==> config.mk <==
export PLATFORM = sky130hd
export DESIGN_NAME = down_timer
export DESIGN_NICKNAME = d
export VERILOG_FILES = /design/src/rtl/down_timer.sv
export SDC_FILE = /design/constraint.sdc
export NUM_CORES = 1
export LEC_CHECK = 0
export ABC_AREA = 1
export CAP_MARGIN = 20
export CORE_AREA = 2 2 39 41
export CTS_BUF_LIST = sky130_fd_sc_hd__clkbuf_8
export CTS_CLUSTER_DIAMETER = 50
export CTS_CLUSTER_SIZE = 12
export DETAILED_ROUTE_END_ITERATION = 16
export DIE_AREA = 0 0 41 43
export DONT_BUFFER_PORTS = 1
export GPL_TIMING_DRIVEN = 0
export PLACE_DENSITY = 0.58
export SLEW_MARGIN = 20
export SYNTH_ARGS = -nofsm -noshare
export SYNTH_HDL_FRONTEND = slang
export SYNTH_SLANG_ARGS = --single-unit
==> constraint.sdc <==
create_clock -name clk -period 1.4 [get_ports clk]
set_input_delay 0.21 -clock clk [delete_from_list [all_inputs] [get_ports clk]]
set_output_delay 0.21 -clock clk [all_outputs]
set_load 0.01 [all_outputs]
==> src/rtl/down_timer.sv <==
// Loadable down-counter with IDLE/RUN/EXPIRE control and a one-cycle done pulse.
// Define DOWN_TIMER_RELOAD_EN to restart automatically from the last loaded value.
module down_timer #(
    parameter int WIDTH = 4
) (
    input  logic             clk,
    input  logic             rstn,
    input  logic             clr,
    input  logic             load_valid,
    output logic             load_ready,
    input  logic [WIDTH-1:0] load_value,
    input  logic             en,
    output logic [WIDTH-1:0] out,
    output logic             busy,
    output logic             done
);

    typedef enum logic [1:0] {
        S_IDLE   = 2'd0,
        S_RUN    = 2'd1,
        S_EXPIRE = 2'd2
    } state_t;

    state_t           r_state;
    state_t           w_next_state;
    logic [WIDTH-1:0] r_out;
    logic [WIDTH-1:0] w_next_out;
    logic             w_ready;
    logic             w_accept;

`ifdef DOWN_TIMER_RELOAD_EN
    logic [WIDTH-1:0] r_reload;
    logic [WIDTH-1:0] w_next_reload;
`endif

    assign w_ready    = (r_state != S_RUN);
    assign w_accept   = load_valid && w_ready;

    assign load_ready = w_ready;
    assign out        = r_out;
    assign busy       = (r_state == S_RUN);
    assign done       = (r_state == S_EXPIRE);

    always_comb begin
        w_next_state = r_state;
        w_next_out   = r_out;
`ifdef DOWN_TIMER_RELOAD_EN
        w_next_reload = r_reload;
`endif
        if (clr) begin
            w_next_state = S_IDLE;
            w_next_out   = '0;
`ifdef DOWN_TIMER_RELOAD_EN
            w_next_reload = '0;
`endif
        end else if (w_accept) begin
            w_next_out = load_value;
`ifdef DOWN_TIMER_RELOAD_EN
            w_next_reload = load_value;
`endif
            if (load_value != '0)
                w_next_state = S_RUN;
            else
                w_next_state = S_EXPIRE;
        end else begin
            unique case (r_state)
                S_IDLE: begin
                    w_next_state = S_IDLE;
                end
                S_RUN: begin
                    // a zero count in RUN is unreachable; treat it as expiry
                    if (en) begin
                        if (r_out > WIDTH'(1)) begin
                            w_next_out = r_out - WIDTH'(1);
                        end else begin
                            w_next_out   = '0;
                            w_next_state = S_EXPIRE;
                        end
                    end
                end
                S_EXPIRE: begin
`ifdef DOWN_TIMER_RELOAD_EN
                    if (r_reload != '0) begin
                        w_next_state = S_RUN;
                        w_next_out   = r_reload;
                    end else begin
                        w_next_state = S_IDLE;
                        w_next_out   = '0;
                    end
`else
                    w_next_state = S_IDLE;
                    w_next_out   = '0;
`endif
                end
                default: begin
                    w_next_state = S_IDLE;
                    w_next_out   = '0;
                end
            endcase
        end
    end

    always_ff @(posedge clk or negedge rstn) begin
        if (!rstn) begin
            r_state <= S_IDLE;
            r_out   <= '0;
        end else begin
            r_state <= w_next_state;
            r_out   <= w_next_out;
        end
    end

`ifdef DOWN_TIMER_RELOAD_EN
    always_ff @(posedge clk or negedge rstn) begin
        if (!rstn)
            r_reload <= '0;
        else
            r_reload <= w_next_reload;
    end
`endif

endmodule

==> summary.md <==
| Metric | Value |
|---|---|
| Outcome | `completed` |
| Placed insts | `80` |
| Critical path capture point type | `register` |
| Actual slew at the worst max-slew pin | `around 0.26 ns` |
| Dpl hpwl | `711.8 µm` |
| DRC viols | `0` |
| TritonCTS buffer count | `3` |
| Mean number of vias per cell | `4.345` |
| Endpoints failing setup | `0` |
| Worst slew margin | `82.49%` |
| Hold Fails Final Rpt | `0` |
| Utilization after layout | `39.42%` |
| Crit share post-route | `around nine tenths` |
| Area share of the largest cell type after synthesis | `around a third` |
| Final slew viol count | `0` |
| Mapped Area | `441.7 µm²` |
| Total Routing Usage GR | `12.96%` |
| Placed Area | `roughly 460 µm²` |
| Die width | `41 µm` |
| Iter 0 DRT Violations | `6` |
| PwrDens | `1389 mW/mm²` |
| Post-synthesis sequential area ratio | `33.99%` |
| Gr ovfl total | `0` |
| Pwr Total | `roughly 760 µW` |
| Kind of critical path | `reg -> reg` |
| Clock buffer depth | `2` |
| Clock Tree Root | `clkbuf_8` |
| Largest net degree at the start of global routing | `7` |
| Num ports | `16` |
| ANT cells | `0` |
| Drt wl/cell | `10.19 µm` |
| Post-layout nets | `81` |
| # H-tree levels | `1` |
| Post-Layout Cell Count | `84` |
| CTS sink cnt | `6` |
| Initial antenna violation count | `0` |
| RSZ-0062 raised after global routing | `no` |
| Top post-synthesis cells by area | `dfrtp_1 34%, nand2_1 20%, o21ai_0 6.8%, inv_1 6.8%, nor2_1 5.9%` |
| Syn nets | `75` |
| Port Buffers | `0` |
| Rows | `14` |
| Finished Cell Area | `545.5 µm²` |
| Synth unique cells | `16` |
| Min-delay worst type | `in -> reg` |
| Mapped Cells | `64` |
| Synth Register Bits | `6` |
| Max-cap viol count | `0` |
| Clk_lat worst skew | `0.22 ns` |
| TritonCTS clock tree | `done` |
| Vias in the first global route | `370` |
| Total core area | `0.001384 mm²` |
| Full die area | `0.001763 mm²` |
| DR vias | `365` |
| Mean Syn Cell Area | `6.901 µm²` |
| F_max | `777.3 MHz` |
| Synthesis-to-layout area growth | `23.51%` |
| Die Ht | `43 µm` |
| Minimum clock period | `between 1 and 1.5 ns` |
| Initial Util | `31.92%` |
| Synth area leader | `dfrtp_1` |
| WP data arrival | `1.44 ns` |
| Share of cells above drive strength 1 | `about a quarter` |
| First-pass GRT wire length | `1.490 mm` |
| Pleak | `0.2693 nW` |
| Routed Antenna Nets | `0` |
| Ys Warns | `0` |
| Worst hold margin | `0.07195 ns` |
| Startpoint types | `register` |
| Clk slew on worst S/H paths | `approximately 0.03 ns` |
| Most common cell after layout, fill and taps aside | `nand2_1` |
| Critical Path RT | `between 1.5 and 2 ns` |
| VDD IR max | `0.5198 mV` |
| Drt pass-1 iters | `4` |
| Final wirelength | `856 µm` |
| Setup Skew | `0.0004176 ns` |
| Setup Buffers After CTS | `0` |
| Gpl congestion | `roughly 0.64` |
| Most frequent cells in the layout | `22 x nand2_1, 7 x inv_1, 7 x nor2_1, 4 x dfrtp_1, 3 x clkbuf_8` |
| Largest fanout on the critical path | `4` |
[sequential cells by signal, summed over array words and instances (netlist names)]
signal / flops
r_state: 2
out: 4
[cell type report]
type | instances | area (µm²)
repair buffers | 1 | 10.01
multi-input cells | 49 | 287.8
flip-flops and latches | 6 | 152.6
inverters | 9 | 33.78
fillers | 147 | 838.3
clock buffers | 3 | 41.29
well taps | 16 | 20.02
[cells by family (layout without fill, tap and decap cells)]
logic type                 after synthesis  count (layout)  share of synthesized area (%)
AOI/OAI and AO/OA                        9               9                          13.88
xor gates and xnor gates                 1               1                          1.983
DFF                                      6               6                          33.99
adders and majority gates                2               2                          5.665
and+or+nand+nor                         37              37                          36.83
buffers and inverters                    9              13                          7.648
[per-layer routing]
metal  routed length, µm  global-route usage [%]  up-vias
met1                 361                   14.85      151
met5                   0                       0        -
met4                  12                   10.00        0
met2                 448                   19.38        7
met3                  35                   3.141        2
li1                    -                       -      205
[worst max-delay path: stages (launching register included)]
cell	delay, ns
dfrtp_2	0.40
inv_1	0.09
ha_1	0.22
o21ai_4	0.15
nand2_2	0.10
o21bai_1	0.14
nand2_1	0.07
nand2_1	0.06
[cells in the mapped netlist]
| master | instances |
|---|---|
| dfrtp_1 | 6 |
| ha_1 | 2 |
| inv_1 | 8 |
| inv_2 | 1 |
| nand2_1 | 23 |
| nand2_2 | 1 |
| nand2_4 | 1 |
| nand3_1 | 2 |
| nor2_1 | 7 |
| nor2_2 | 1 |
| nor2_4 | 1 |
| nor3_1 | 1 |
| o21ai_0 | 6 |
| o21ai_4 | 1 |
| o21bai_1 | 2 |
| xnor2_1 | 1 |
[power by group]
part	switching, mW	internal [mW]	total [mW]
Combinational	0.156	0.104	0.260
Clock	0.0662	0.184	0.250
Sequential	0.0438	0.204	0.248
Total	0.266	0.492	0.758
[path summary, 6_finish.rpt]
path / from / to / slack, ns / depth (start not counted)
worst max register to register: out[1] / out[3] / 0.11 / 7
worst min-delay path: clr / r_state[1] / 0.07 / 1
worst min register to register: out[1] / out[1] / 0.56 / 2
max in group asynchronous: rstn / out[1] / 0.88 / 1
min in group asynchronous: rstn / r_state[0] / 0.30 / 1
worst max-delay path: out[1] / out[3] / 0.11 / 7
[metrics by stage]
stage / TNS (ns) / setup WS (ns)
2_1_floorplan: 0 / 0.05852
3_3_place_gp: -0.7483 / -0.1871
3_5_place_dp: -0.9327 / -0.1977
4_1_cts: 0 / 0.01921
5_1_grt: 0 / 0.003870
6_report: 0 / 0.1134
[what timing repair did]
item | 4_1_cts | 5_1_grt
gates resized for setup | 3 | 10
endpoints found under the hold margin | 6 | 0
pin swaps | 1 | 2
endpoints found under the setup margin | 6 | 6
hold buffers | 1 | 0
Note: power is estimated with default switching activity, not from simulation.
